[config.mk]
export PLATFORM = sky130hd
export DESIGN_NAME = seq_divider_rr_flat
export DESIGN_NICKNAME = d
export VERILOG_FILES = /design/src/rtl/div_pkg.sv /design/src/rtl/seq_divider_rr_if.sv /design/src/rtl/rr_remainder_reg.sv /design/src/rtl/seq_divider_rr.sv /design/src/flat_wrapper.sv
export SDC_FILE = /design/constraint.sdc
export NUM_CORES = 1
export LEC_CHECK = 0
export ABC_CLOCK_PERIOD_IN_PS = 2490
export BUFFER_PORTS_ARGS = -buffer_cell sky130_fd_sc_hd__buf_4
export CAP_MARGIN = 20
export CORE_UTILIZATION = 50
export DETAILED_ROUTE_END_ITERATION = 6
export PLACE_DENSITY = 0.76
export REMOVE_ABC_BUFFERS = 1
export SYNTH_ARGS = -nofsm -noshare
export SYNTH_HDL_FRONTEND = slang
export SYNTH_SLANG_ARGS = --single-unit
[constraint.sdc]
create_clock -name clk -period 2.49 [get_ports clk]
set_input_delay 0.1245 -clock clk [delete_from_list [all_inputs] [get_ports clk]]
set_output_delay 0.1245 -clock clk [all_outputs]
set_load 0.01 [all_outputs]
[src/rtl/div_pkg.sv]
// Shared types and helpers for the iterative restoring divider.
package div_pkg;

    typedef enum logic [1:0] {
        IDLE  = 2'd0,
        RUN   = 2'd1,
        FIXUP = 2'd2
    } state_e;

    localparam int MAX_WIDTH = 64;

    typedef logic [MAX_WIDTH:0] wide_t;

    localparam wide_t WIDE_ONE = {{MAX_WIDTH{1'b0}}, 1'b1};

    function automatic int cnt_width(input int w);
        return $clog2(w + 32'sd1);
    endfunction

    // Two's-complement negate when neg is set; callers extend operands to WIDTH+1 bits or more.
    function automatic wide_t cond_negate(input wide_t v, input logic neg);
        wide_t res;
        if (neg) begin
            res = ~v + WIDE_ONE;
        end else begin
            res = v;
        end
        return res;
    endfunction

endpackage

[src/rtl/seq_divider_rr_if.sv]
// Start/busy/done request bus of the iterative divider.
interface seq_divider_rr_if #(
    parameter int WIDTH = 8
);
    logic             start;
    logic             signed_mode;
    logic [WIDTH-1:0] dividend;
    logic [WIDTH-1:0] divisor;
    logic             busy;
    logic             done;
    logic [WIDTH-1:0] quotient;
    logic [WIDTH-1:0] remainder;
    logic             dbz;
    logic             ovf;

    modport master (
        output start, signed_mode, dividend, divisor,
        input  busy, done, quotient, remainder, dbz, ovf
    );

    modport slave (
        input  start, signed_mode, dividend, divisor,
        output busy, done, quotient, remainder, dbz, ovf
    );
endinterface

[src/rtl/rr_remainder_reg.sv]
// Generalised remainder register: WIDTH+1-bit partial remainder and quotient
// shift register performing one restoring shift-subtract step per step_i.
module rr_remainder_reg
    import div_pkg::*;
#(
    parameter int WIDTH = 8
) (
    input  logic             clk,
    input  logic             rst,
    input  logic             ld_i,
    input  logic             clr_i,
    input  logic             step_i,
    input  logic [WIDTH-1:0] dividend_i,
    input  logic [WIDTH-1:0] divisor_i,
    output logic [WIDTH:0]   r_o,
    output logic [WIDTH-1:0] q_o
);

    logic [WIDTH:0]   r_q;
    logic [WIDTH:0]   r_d;
    logic [WIDTH-1:0] q_q;
    logic [WIDTH-1:0] q_d;
    logic [WIDTH:0]   shift_s;
    logic [WIDTH+1:0] trial_s;
    logic             fits_s;

    // Trial subtraction of the divisor from the shifted remainder; a clear sign bit means it fits.
    always_comb begin
        shift_s = {r_q[WIDTH-1:0], q_q[WIDTH-1]};
        trial_s = {1'b0, shift_s} - {2'b00, divisor_i};
        fits_s  = ~trial_s[WIDTH+1];
        r_d     = r_q;
        q_d     = q_q;
        if (clr_i) begin
            r_d = {(WIDTH+1){1'b0}};
        end else if (step_i) begin
            r_d = fits_s ? trial_s[WIDTH:0] : shift_s;
        end else begin
            r_d = r_q;
        end
        if (ld_i) begin
            q_d = dividend_i;
        end else if (step_i) begin
            q_d = {q_q[WIDTH-2:0], fits_s};
        end else begin
            q_d = q_q;
        end
    end

    // Remainder and quotient state, updated on the falling edge.
    always_ff @(negedge clk) begin
        if (rst) begin
            r_q <= {(WIDTH+1){1'b0}};
            q_q <= {WIDTH{1'b0}};
        end else begin
            r_q <= r_d;
            q_q <= q_d;
        end
    end

    assign r_o = r_q;
    assign q_o = q_q;

endmodule

[src/rtl/seq_divider_rr.sv]
// Multi-cycle restoring integer divider with optional signed mode, divide-by-zero
// and MIN/-1 overflow flags; result after WIDTH+1 falling edges.
module seq_divider_rr
    import div_pkg::*;
#(
    parameter int WIDTH     = 8,
    parameter bit SIGNED_EN = 1'b1
) (
    input  logic           clk,
    input  logic           rst,
    seq_divider_rr_if.slave bus
);

    localparam int             CW       = cnt_width(WIDTH);
    localparam int             EXT      = MAX_WIDTH + 1 - WIDTH;
    localparam logic [CW-1:0]  CNT_ONE  = {{(CW-1){1'b0}}, 1'b1};
    localparam logic [WIDTH-1:0] MIN_VAL = {1'b1, {(WIDTH-1){1'b0}}};

    state_e           state_q;
    logic [CW-1:0]    cnt_q;
    logic [WIDTH-1:0] dvsr_q;
    logic             neg_quot_q;
    logic             neg_rem_q;
    logic             ovf_pend_q;
    logic             busy_q;
    logic             done_q;
    logic             dbz_q;
    logic             ovf_q;
    logic [WIDTH-1:0] quot_q;
    logic [WIDTH-1:0] rem_q;

    logic             signed_s;
    logic             dvd_neg_s;
    logic             dvs_neg_s;
    logic             accept_s;
    logic             zero_div_s;
    logic             ld_s;
    logic             step_s;
    logic             ovf_s;
    wide_t            dvd_wide_s;
    wide_t            dvs_wide_s;
    wide_t            quot_wide_s;
    wide_t            rem_wide_s;
    logic [WIDTH:0]   rr_r_s;
    logic [WIDTH-1:0] rr_q_s;
    logic             unused_s;

    // Operand decode: signedness, magnitudes (widened so MIN is exact) and sign fix-up of results.
    always_comb begin
        signed_s    = (SIGNED_EN != 1'b0) & bus.signed_mode;
        dvd_neg_s   = signed_s & bus.dividend[WIDTH-1];
        dvs_neg_s   = signed_s & bus.divisor[WIDTH-1];
        accept_s    = (state_q == IDLE) & bus.start;
        zero_div_s  = (bus.divisor == {WIDTH{1'b0}});
        ld_s        = accept_s & ~zero_div_s;
        step_s      = (state_q == RUN);
        ovf_s       = signed_s & (bus.dividend == MIN_VAL) & (bus.divisor == {WIDTH{1'b1}});
        dvd_wide_s  = cond_negate({{EXT{dvd_neg_s}}, bus.dividend}, dvd_neg_s);
        dvs_wide_s  = cond_negate({{EXT{dvs_neg_s}}, bus.divisor}, dvs_neg_s);
        quot_wide_s = cond_negate({{EXT{1'b0}}, rr_q_s}, neg_quot_q);
        rem_wide_s  = cond_negate({{EXT{1'b0}}, rr_r_s[WIDTH-1:0]}, neg_rem_q);
    end

    assign unused_s = ^{dvd_wide_s[MAX_WIDTH:WIDTH], dvs_wide_s[MAX_WIDTH:WIDTH],
                        quot_wide_s[MAX_WIDTH:WIDTH], rem_wide_s[MAX_WIDTH:WIDTH], rr_r_s[WIDTH]};

    rr_remainder_reg #(
        .WIDTH(WIDTH)
    ) u_rr (
        .clk        (clk),
        .rst        (rst),
        .ld_i       (ld_s),
        .clr_i      (ld_s),
        .step_i     (step_s),
        .dividend_i (dvd_wide_s[WIDTH-1:0]),
        .divisor_i  (dvsr_q),
        .r_o        (rr_r_s),
        .q_o        (rr_q_s)
    );

    // Controller FSM with registered handshake and result outputs.
    always_ff @(negedge clk) begin
        if (rst) begin
            state_q    <= IDLE;
            cnt_q      <= {CW{1'b0}};
            dvsr_q     <= {WIDTH{1'b0}};
            neg_quot_q <= 1'b0;
            neg_rem_q  <= 1'b0;
            ovf_pend_q <= 1'b0;
            busy_q     <= 1'b0;
            done_q     <= 1'b0;
            dbz_q      <= 1'b0;
            ovf_q      <= 1'b0;
            quot_q     <= {WIDTH{1'b0}};
            rem_q      <= {WIDTH{1'b0}};
        end else begin
            done_q <= 1'b0;
            case (state_q)
                IDLE: begin
                    if (accept_s && zero_div_s) begin
                        quot_q <= {WIDTH{1'b1}};
                        rem_q  <= bus.dividend;
                        dbz_q  <= 1'b1;
                        ovf_q  <= 1'b0;
                        done_q <= 1'b1;
                    end else if (accept_s) begin
                        dvsr_q     <= dvs_wide_s[WIDTH-1:0];
                        neg_quot_q <= dvd_neg_s ^ dvs_neg_s;
                        neg_rem_q  <= dvd_neg_s;
                        ovf_pend_q <= ovf_s;
                        cnt_q      <= CW'(WIDTH);
                        busy_q     <= 1'b1;
                        state_q    <= RUN;
                    end else begin
                        state_q <= IDLE;
                    end
                end
                RUN: begin
                    cnt_q <= cnt_q - CNT_ONE;
                    if (cnt_q == CNT_ONE) begin
                        state_q <= FIXUP;
                    end else begin
                        state_q <= RUN;
                    end
                end
                FIXUP: begin
                    // MIN/-1 needs no special path: the unnegated magnitude already reads as MIN.
                    quot_q  <= quot_wide_s[WIDTH-1:0];
                    rem_q   <= rem_wide_s[WIDTH-1:0];
                    dbz_q   <= 1'b0;
                    ovf_q   <= ovf_pend_q;
                    done_q  <= 1'b1;
                    busy_q  <= 1'b0;
                    state_q <= IDLE;
                end
                default: begin
                    busy_q  <= 1'b0;
                    state_q <= IDLE;
                end
            endcase
        end
    end

    assign bus.busy      = busy_q;
    assign bus.done      = done_q;
    assign bus.quotient  = quot_q;
    assign bus.remainder = rem_q;
    assign bus.dbz       = dbz_q;
    assign bus.ovf       = ovf_q;

endmodule

[src/flat_wrapper.sv]
// flat-port wrapper written by rule: the top's interface ports become plain ports
module seq_divider_rr_flat import div_pkg::*;
#(
    parameter int WIDTH     = 8,
    parameter bit SIGNED_EN = 1'b1
)
  (clk, rst, bus_start, bus_signed_mode, bus_dividend, bus_divisor, bus_busy, bus_done, bus_quotient, bus_remainder, bus_dbz, bus_ovf);
  seq_divider_rr_if #(.WIDTH(WIDTH)) bus_i ();
  input  logic clk;
  input  logic rst;
  input wire logic [$bits(bus_i.start)-1:0] bus_start;
  input wire logic [$bits(bus_i.signed_mode)-1:0] bus_signed_mode;
  input wire logic [$bits(bus_i.dividend)-1:0] bus_dividend;
  input wire logic [$bits(bus_i.divisor)-1:0] bus_divisor;
  output wire logic [$bits(bus_i.busy)-1:0] bus_busy;
  output wire logic [$bits(bus_i.done)-1:0] bus_done;
  output wire logic [$bits(bus_i.quotient)-1:0] bus_quotient;
  output wire logic [$bits(bus_i.remainder)-1:0] bus_remainder;
  output wire logic [$bits(bus_i.dbz)-1:0] bus_dbz;
  output wire logic [$bits(bus_i.ovf)-1:0] bus_ovf;
  assign bus_i.start = bus_start;
  assign bus_i.signed_mode = bus_signed_mode;
  assign bus_i.dividend = bus_dividend;
  assign bus_i.divisor = bus_divisor;
  assign bus_busy = bus_i.busy;
  assign bus_done = bus_i.done;
  assign bus_quotient = bus_i.quotient;
  assign bus_remainder = bus_i.remainder;
  assign bus_dbz = bus_i.dbz;
  assign bus_ovf = bus_i.ovf;
  seq_divider_rr #(.WIDTH(WIDTH), .SIGNED_EN(SIGNED_EN)) u_core (.clk(clk), .rst(rst), .bus(bus_i));
endmodule
* Word-level counts from Yosys, hierarchy flattened
Cells that the tools add are included.
Storage, ports and cells: memory bits (writable) 0, bits in latches 0, memories kept 0, bits of input ports 20, flip-flop bits (word level) 53, word-level logic and storage cells 81, memory bits (read-only) 0
Operators by class: shifts and indexed selects 0, mux-type cells 27, bitwise gates (word level) 15, $lt $le $gt $ge 0, reduce and logical (&&, ||, !) cells 11, add/sub/neg operators 6, div/mod/pow operators 0, eq/ne operators 8, multiply operators 0
Operators with widths (number):
- $mux 8 | 9
- $add 8x1->8 const B | 4
- $not 8->8 | 4
- $pmux 8 s2 | 2
- $eq 8x8->1 const B | 2
- $sub 9x8->10 | 1
- $reduce_and 3->1 | 3
- $logic_not 8->1 | 1
- $mux 4 | 2
- $pmux 1 s2 | 4
- $pmux 4 s2 | 1
- $and 1x1->1 | 6
- $mux 1 | 6
- $reduce_bool 2->1 | 3
- $eq 4x1->1 const B | 1
- $mux 2 | 2
- $ne 2x2->1 const B | 2
- $not 1->1 | 4
- $pmux 2 s2 | 1
- $sub 4x1->4 const B | 1
- $eq 2x1->1 const B | 1
- $eq 2x2->1 const B | 1
- $logic_not 2->1 | 1
- $ne 2x1->1 const B | 1
- other kinds (4) | 4

* Logic depth before layout (Yosys ltp)
Gate-level depths: netlist of run 1.
depth after elaboration 5, gate-level depth with buffers 9

* Cells and area by module
A second synthesis of run 1 with hierarchy kept.
Second synthesis, totals: cell total of the unflattened synthesis 412, area total of the unflattened synthesis 3427.0 um^2
Modules (own cells, without submodules):
- seq_divider_rr | area an instance 2169.6 um^2, sequential area each 740.7 um^2, cells an instance 252, instances 1
- rr_remainder_reg | area an instance 1257.5 um^2, sequential area each 340.3 um^2, cells an instance 160, instances 1

==> impl_metrics.json, run 1 <==
{
  "status": "complete, no violations",
  "drc": 0,
  "p_clk_share_pct": 38.3,
  "synth_top_area_share_pct": 35.3,
  "ir_drop_v": 0.000333,
  "max_slew.worst_pin.slew_ps": 542,
  "clk_path_buf_depth": 2,
  "die-width_um": 79.6,
  "yosysTopAreaCell": "dfxtp_1",
  "start_kind": "input port",
  "synth_cell_types": 52,
  "dpl_worst_slack_ps": -389,
  "power_frac_comb_pct": 22.4,
  "io_buffers": 39,
  "p_leak_nw": 1.91,
  "antenna_found_initial": 0,
  "coreArea_um2": 5640,
  "dp_hpwl_mm": 5.70,
  "ys_warn_count": 0,
  "vias_per_cell": 5.37,
  "path_max_fanout": 4,
  "hold_path_class": "reg2reg",
  "ios": 40,
  "synth_area_um2": 3010,
  "grt_usage_pct": 25.6,
  "switching_share_pct": 35.1,
  "fin_setup_tns_ps": 0,
  "cpPeakStageDelay_ps": 530,
  "vias": 3013,
  "start_util_pct": 53.3,
  "clk_pin_slew_worst_paths_ps": 50,
  "wl_per_cell_um": 13.7,
  "critPathKind": "in2reg",
  "r2r_slack_ps": 180,
  "cts.sinks": 53,
  "worst_ep_required_time_ps": 1570,
  "path_buf_inv": 1,
  "timing.rr.start": "u_core.u_rr.r_o[0]",
  "final_max_slew_viol_count": 0,
  "die_h_um": 79.6,
  "wl_mm": 7.69,
  "endpoint_kind": "flop",
  "postPlaceCellArea_um2": 3620,
  "final_hold_viol_count": 0,
  "dieArea_um2": 6330,
  "area_delta_synth_final_pct": 32.3,
  "clock_latency_ps": 380,
  "fin_area_um2": 3980,
  "antenna_left": 0,
  "diodes": 0,
  "fin_worst_skew_ps": 14.9,
  "grt_start_max_net_pins": 34,
  "grt_pass1_vias": 2971,
  "fin_ws_ps": 5.99,
  "syn_avg_cell_area_um2": 8.18,
  "synth-edff-count": 0,
  "cts_buffers": 5,
  "reg2reg_depth": 8,
  "drv_cap": 0,
  "cts_tree": "yes",
  "sequentialPowerShare_pct": 39.3,
  "switchingPower_w": 0.000850,
  "drt_iter0_markers": 297,
  "drt_first_pass_iters": 6,
  "fin_nets": 524,
  "layout-drive-gt1-share_pct": 21.7,
  "grt_setup_unrepaired": "yes",
  "crit_path_top_delay_cell": "or4_4",
  "synth_ff_type": "dfxtp_1",
  "holdWs_ps": 454,
  "h-tree-depth": 2,
  "synthArstFlopShare_pct": 0,
  "synth.most_common_cell": "nor2_1",
  "netlist_instances": 368,
  "ys_seq_area_share_pct": 35.3,
  "cts_hold_buffers": 0,
  "ys_seq_elements": 53,
  "synthTopCellsByArea": "dfxtp_1, nor2_1, ha_1, xnor2_1, xor2_1",
  "gr-total-overflow": 0,
  "arrival_ps": 1560,
  "path_cells": "buf_6 > nor4_4 > and3_4 > or2b_4 > nand2b_4 > or4_4 > nand3_2",
  "intPower_w": 0.00157,
  "gp_congestion": 0.850,
  "min_from": "u_core.ovf_pend_q",
  "powerDensity_nw_per_um2": 608,
  "hold_depth": 2,
  "holdPathEnd": "u_core.ovf_pend_q",
  "yosys-top-cells-count": "nor2_1, dfxtp_1, nand2_1, inv_1, a21oi_1",
  "max-slew-margin-rel_pct": 63.9,
  "root_buffer": "clkbuf_8",
  "crit_family": "simple AND/OR/NAND/NOR gates",
  "rows": 27,
  "final-setup-viol-count": 0,
  "r2r-end": "u_core.u_rr.r_o[1]",
  "grt_pass1_wl_mm": 12.7
}
==> state kept, by name, summed over array words and instances (netlist names) <==
name,flops
u_core.bus.busy,1
u_core.bus.dbz,1
u_core.bus.done,1
u_core.bus.ovf,1
u_core.bus.quotient,8
u_core.bus.remainder,8
u_core.cnt_q,4
u_core.dvsr_q,8
u_core.neg_quot_q,1
u_core.neg_rem_q,1
u_core.ovf_pend_q,1
u_core.state_q,2
u_core.u_rr.q_o,8
u_core.u_rr.r_o,8
==> per-layer routing <==
metal / track usage, % / share of wire (%) / wire length [µm] / vias to the layer above
li1: - / - / - / 1537
met1: 31.1 / 45 / 3460 / 1375
met2: 40.9 / 49 / 3750 / 91
met3: 7.89 / 5.0 / 388 / 10
met4: 12.0 / 1.2 / 91 / 0
met5: 0 / 0 / 0 / -
==> kinds of logic after synthesis <==
logic type / synth area share [%]
and+or+nand+nor: 22.0
AOI/OAI and AO/OA: 19.8
DFF: 35.3
buffers and inverters: 5.61
xor gates and xnor gates: 8.44
adders and majority gates: 6.90
muxes: 2.04
==> per-stage QoR <==
stage	instances	total power (W)	utilization, %
floorplan	350	0.00142	-
global placement	500	0.00161	64.2
detailed placement	500	0.00162	64.2
CTS	560	0.00244	69.7
global route	561	0.00263	70.5
finish	561	0.00242	70.5
==> worst reg2reg max path: stages (launching register included) <==
cell	delay, ps
dfxtp_1	410
ha_1	320
nor2b_1	180
o2111ai_1	160
a32oi_1	370
a21boi_1	120
buf_4	190
or4_4	430
nand3_2	90
==> power by group through the flow <==
stage          sequential (W)  combinational (W)  clock, W
2_1_floorplan        0.000954           0.000338  0.000132
4_1_cts              0.000951           0.000531  0.000956
3_5_place_dp         0.000965           0.000526  0.000132
3_3_place_gp         0.000962           0.000518  0.000132
5_1_grt              0.000957           0.000606   0.00107
6_report             0.000952           0.000541  0.000928
==> final cells by class <==
cell class / count / area [µm²]
inverter: 24 / 90.1
clock buffer: 5 / 68.8
fill: 467 / 1660
tap: 72 / 90.1
clock inverter: 56 / 243
multi-input combinational: 272 / 1810
sequential: 53 / 1060
timing repair buffer: 79 / 613
==> how the worst max path moves through the flow <==
stage | from | endpoint | depth (start not counted)
6_report | bus_divisor[2] | u_core.u_rr.r_o[1] | 7
5_1_grt | bus_divisor[2] | u_core.u_rr.r_o[1] | 7
2_1_floorplan | bus_start | u_core.u_rr.r_o[7] | 6
3_3_place_gp | bus_dividend[3] | u_core.u_rr.q_o[7] | 5
3_5_place_dp | bus_dividend[3] | u_core.u_rr.q_o[7] | 5
4_1_cts | bus_divisor[5] | u_core.u_rr.r_o[0] | 7
==> placed cells by master (no fill, tap or decap), types with 2 or more instances in the layout <==
cell type,synthesis,layout
a211oi_1,10,10
a21oi_1,22,22
a222oi_1,6,6
a22oi_1,2,2
a311oi_1,6,6
a31oi_1,3,3
a32oi_1,2,2
and2_1,2,2
buf_4,0,76
buf_6,0,2
clkbuf_8,0,5
dfxtp_1,53,53
ha_1,15,15
inv_1,25,77
mux2i_1,5,5
nand2_1,28,28
nand2b_1,2,2
nand3_1,12,10
nand3_2,0,2
nand4_1,4,4
nor2_1,56,56
nor2b_1,7,7
nor3_1,8,8
nor4_1,3,3
o211ai_1,2,2
o21ai_0,9,9
o221a_2,2,2
o22ai_1,3,3
o31ai_1,6,6
o41ai_2,1,2
or2_2,3,3
or3_1,2,2
or4_4,0,3
xnor2_1,16,16
xor2_1,13,13
==> repair_timing <==
item	CTS	global route
resized for setup	0	10
endpoints found under the setup margin	1	10
setup buffers	0	1
pin swaps	1	6
Note: power is estimated with default switching activity, not from simulation.
==> run 2, diff against run 1 <==
- ABC_CLOCK_PERIOD_IN_PS: 2490 -> 2150
- PLACE_DENSITY: 0.76 -> 0.78
- REMOVE_ABC_BUFFERS: 1 -> default
- clock period: 2.49 -> 2.15 ns (I/O delays scaled with it)
==> impl_metrics.json, run 2 (same netlist as run 1, synthesis figures left out) <==
{
  "status": "complete, but fails checks",
  "violations": "setup timing",
  "grt_usage_pct": 27.6,
  "r2r-end": "u_core.u_rr.r_o[1]",
  "clk_path_buf_depth": 2,
  "vias_per_cell": 5.59,
  "cp-startpoint": "bus_divisor[5]",
  "start_util_pct": 53.3,
  "grt_pass1_wl_mm": 13.7,
  "drc": 0,
  "antenna_found_initial": 0,
  "multi_input_area_um2": 1960,
  "hold_depth": 2,
  "drt_first_pass_iters": 5,
  "fin_worst_skew_ps": 20.6,
  "root_buffer": "clkbuf_8",
  "die_h_um": 79.6,
  "cts.sinks": 53,
  "max_slew.worst_pin.slew_ps": 525,
  "reg2reg_depth": 9,
  "postPlaceCellArea_um2": 3830,
  "max-slew-margin-rel_pct": 64.9,
  "stdcell_count": 582,
  "grt_pass1_vias": 3121,
  "wl_per_cell_um": 15.1,
  "cts_tree": "yes",
  "critPathKind": "in2reg",
  "antenna_left": 0,
  "io_buffers": 39,
  "p_leak_nw": 2.04,
  "clock_latency_ps": 380,
  "clk_pin_slew_worst_paths_ps": 40,
  "final-setup-viol-count": 16,
  "final_hold_viol_count": 0,
  "gr-total-overflow": 0,
  "cts_buffers": 5,
  "die-width_um": 79.6,
  "dr_wl_met2_mm": 4.32,
  "final_max_slew_viol_count": 0,
  "dp_hpwl_mm": 6.01,
  "wl_mm": 8.79,
  "fill_cells": 390,
  "path_max_fanout": 4,
  "final_cell_mix": "buf_4, inv_1, dfxtp_1, nor2_1, nand2_1",
  "regArea_um2": 1060,
  "rows": 27,
  "hold_path_class": "reg2reg",
  "coreArea_um2": 5640,
  "drt_iter0_markers": 274,
  "wl_met3_um": 607,
  "start_kind": "input port",
  "ir_drop_v": 0.000335,
  "drv_cap": 0,
  "utilization_pct": 76.7,
  "powerDensity_nw_per_um2": 683,
  "placed_cells": 517,
  "fin_area_um2": 4330,
  "grt_start_max_net_pins": 42,
  "cts_hold_buffers": 0,
  "diodes": 0,
  "layout_commonest_cell": "buf_4",
  "gp_congestion": 0.842,
  "synth_nets": 404,
  "vias": 3256,
  "highest_layer": "met4",
  "r2r_slack_ps": 20,
  "endpoint_kind": "flop",
  "worst_ep_required_time_ps": 1380,
  "timing.rr.start": "u_core.dvsr_q[1]",
  "dieArea_um2": 6330,
  "dpl_worst_slack_ps": -535,
  "ios": 40,
  "wl_met1_mm": 3.71,
  "fin_nets": 545,
  "arrival_ps": 1530,
  "fin_ws_ps": -142,
  "h-tree-depth": 2,
  "fin_setup_tns_ps": -824,
  "endpoint": "u_core.u_rr.r_o[1]",
  "layout-drive-gt1-share_pct": 30.8,
  "area_delta_synth_final_pct": 43.9,
  "grt_setup_unrepaired": "yes"
}
[run 2: cell types whose count changed in the layout (fill, tap and decap cells not counted), moves of 3 or more]
cell	delta
nor2_4	+3
buf_4	+17
inv_1	-3
nor2_1	-5
a21oi_2	+3
a21oi_1	-3
buf_6	+3
[run 2: layer usage]
layer | vias up | GRT usage (%)
met2 | 150 | 47.0
met1 | 1503 | 32.2
met4 | 0 | 9.45
li1 | 1587 | -
met5 | - | 0
met3 | 16 | 9.14
[run 2: layout make-up]
| type | instances | share of cell area [%] |
|---|---|---|
| inverters | 24 | 2.49 |
| multi-input cells | 272 | 45.4 |
| flip-flops and latches | 53 | 24.5 |
| well taps | 72 | 2.08 |
| repair buffers | 100 | 18.4 |
| clock inverters | 56 | 5.61 |
| clock buffers | 5 | 1.59 |
[run 2: worst min path at each step]
stage | start | end
6_report | u_core.bus.remainder[0] | u_core.bus.remainder[0]
5_1_grt | u_core.bus.remainder[1] | u_core.bus.remainder[1]
4_1_cts | u_core.bus.remainder[0] | u_core.bus.remainder[0]
3_5_place_dp | u_core.bus.remainder[0] | u_core.bus.remainder[0]
3_3_place_gp | u_core.bus.remainder[0] | u_core.bus.remainder[0]
2_1_floorplan | u_core.ovf_pend_q | u_core.ovf_pend_q
[run 2: worst max-delay path: stages]
cell and delay (ps):
buf_6 100, nor4_4 280, and3_4 250, or2b_4 140
nand2b_4 60, or4_1 490, nand3_1 100
[run 2: through the flow]
| stage | total power, W | hold slack [ps] |
|---|---|---|
| after global routing | 0.00317 | 475 |
| after global placement | 0.00193 | 444 |
| after floorplan | 0.00169 | 432 |
| final | 0.00296 | 460 |
| after CTS | 0.00292 | 457 |
| after detailed placement | 0.00196 | 452 |
[run 2: what timing repair did]
action                                  in CTS  in global routing
endpoints found under the setup margin      28                 39
pin swaps                                   13                 14
gates cloned                                 1                  0
resized for setup                           15                 24
setup buffers                                1                  3
[run 2: power breakdown]
part | leakage [nW] | switching [W] | total (W) | internal, W
clock network | 0.337 | 0.000604 | 0.00108 | 0.000477
logic | 1.28 | 0.000397 | 0.000775 | 0.000378
registers | 0.432 | 0.0000561 | 0.00110 | 0.00104
==> run 3, diff against run 2 <==
- CTS_BUF_LIST: default -> sky130_fd_sc_hd__clkbuf_4
- GPL_ROUTABILITY_DRIVEN: default -> 0
- SYNTH_HIERARCHICAL: default -> 1
==> impl_metrics.json, run 3 <==
{
  "ios": 40,
  "wl_mm": 11.0,
  "fin_worst_skew_ps": 54.6,
  "final_hold_viol_count": 0,
  "grt_pass1_vias": 3748,
  "root_buffer": "clkbuf_4",
  "totalPowerFinal_w": 0.00297,
  "dpl_worst_slack_ps": -798,
  "area_delta_synth_final_pct": 39.8,
  "cts.sinks": 53,
  "die_h_um": 83.9,
  "synth_nets": 439,
  "drv_cap": 0,
  "io_buffers": 39,
  "utilization_pct": 73.0,
  "critPathKind": "in2reg",
  "endpoint_kind": "flop",
  "final_max_slew_viol_count": 0,
  "dieArea_um2": 7040,
  "arrival_ps": 1780,
  "hold_path_class": "reg2reg",
  "drt_iter0_markers": 404,
  "placed_cells": 548,
  "path_max_fanout": 11,
  "h-tree-depth": 2,
  "cts_tree": "yes",
  "drc": 4,
  "clk_path_buf_depth": 2,
  "grt_usage_pct": 29.7,
  "intPower_w": 0.00181,
  "drt_first_pass_iters": 7,
  "start_util_pct": 52.3,
  "final-setup-viol-count": 38,
  "coreArea_um2": 6420,
  "die-width_um": 83.9,
  "powerDensity_nw_per_um2": 633,
  "synth_area_um2": 3360,
  "switching_share_pct": 39.2,
  "fin_nets": 575,
  "ir_drop_v": 0.000356,
  "max-slew-margin-rel_pct": 60.2,
  "antenna_left": 0,
  "syn_avg_cell_area_um2": 8.33,
  "vias_per_cell": 6.06,
  "max_slew.worst_pin.slew_ps": 598,
  "final_cell_mix": "buf_4, inv_1, dfxtp_1, nor2_1",
  "cts_buffers": 5,
  "cpPeakStageDelay_ps": 560,
  "dp_hpwl_mm": 6.87,
  "layout-drive-gt1-share_pct": 31.9,
  "gr-total-overflow": 0,
  "grt_setup_unrepaired": "yes",
  "rows": 29,
  "grt_pass1_wl_mm": 16.9,
  "netlist_instances": 403,
  "clk_pin_slew_worst_paths_ps": 50,
  "clock_latency_ps": 490,
  "fin_ws_ps": -371,
  "wl_per_cell_um": 17.9,
  "diodes": 0,
  "start_kind": "input port",
  "layout_commonest_cell": "buf_4",
  "vias": 3738,
  "path_cells": "buf_4 > or4_4 > o21ai_4 > inv_4 > buf_4 > buf_12 > buf_12 > a21oi_1 > nor2_1",
  "fin_setup_tns_ps": -7850,
  "power_frac_comb_pct": 28.5,
  "p_clk_share_pct": 34.7,
  "violations": "DRC, setup timing",
  "stdcell_count": 617,
  "worst_ep_required_time_ps": 1410,
  "antenna_found_initial": 0,
  "sequentialPowerShare_pct": 36.8,
  "ys_warn_count": 6,
  "p_leak_nw": 2.13,
  "crit_path_top_delay_cell": "or4_4",
  "status": "complete, but fails checks",
  "grt_start_max_net_pins": 46,
  "switchingPower_w": 0.00116
}
run 3: metrics by stage:
stage / hold slack, ps / instance area (µm²)
6_report: 488 / 4690
3_5_place_dp: 455 / 4040
4_1_cts: 491 / 4550
3_3_place_gp: 444 / 4040
2_1_floorplan: 432 / 3400
5_1_grt: 505 / 4690
run 3: path summary, 6_finish.rpt:
kind,start,end,slack (ps),cells past startpoint
max,bus_divisor[6],u_core/u_rr/q_o[4],-370,9
min,u_core/bus.dbz,u_core/bus.dbz,490,2
max reg2reg,u_core/dvsr_q[3],u_core/u_rr/r_o[5],-30,7
min reg2reg,u_core/bus.dbz,u_core/bus.dbz,490,2
run 3: per-layer routing:
metal	global-route usage, %	wire length, µm	vias to the layer above
li1	-	-	1716
met1	33.5	4240	1753
met2	51.4	5530	210
met3	6.23	771	59
met4	17.9	493	0
met5	0	0	-
run 3: power groups by stage:
stage	sequential, W	clock (W)	combinational, W
2_1_floorplan	0.00110	0.000156	0.000484
3_3_place_gp	0.00110	0.000156	0.000680
3_5_place_dp	0.00111	0.000156	0.000706
4_1_cts	0.00109	0.00104	0.000785
5_1_grt	0.00109	0.00118	0.000908
6_report	0.00109	0.00103	0.000847
run 3: cell type report:
| cell class | count | area (µm²) |
|---|---|---|
| fill | 460 | 1730 |
| tap | 77 | 96.3 |
| clock buffer | 5 | 37.5 |
| timing repair buffer | 100 | 856 |
| clock inverter | 56 | 246 |
| sequential | 53 | 1070 |
| inverter | 27 | 109 |
| multi-input combinational | 299 | 2280 |
run 3: worst max-delay path, delay by kind of cell:
family	cells	cell delay, ps
buffers and inverters	5	630
AO/OA/AOI/OAI	2	390
AND/OR/NAND/NOR	2	640
run 3: repair_timing:
action,CTS,global route
resized for setup,32,30
endpoints found under the hold margin,0,0
endpoints found under the setup margin,42,55
buffers inserted,6,3
pin swaps,14,8
hold buffers,0,0
cloned,2,0
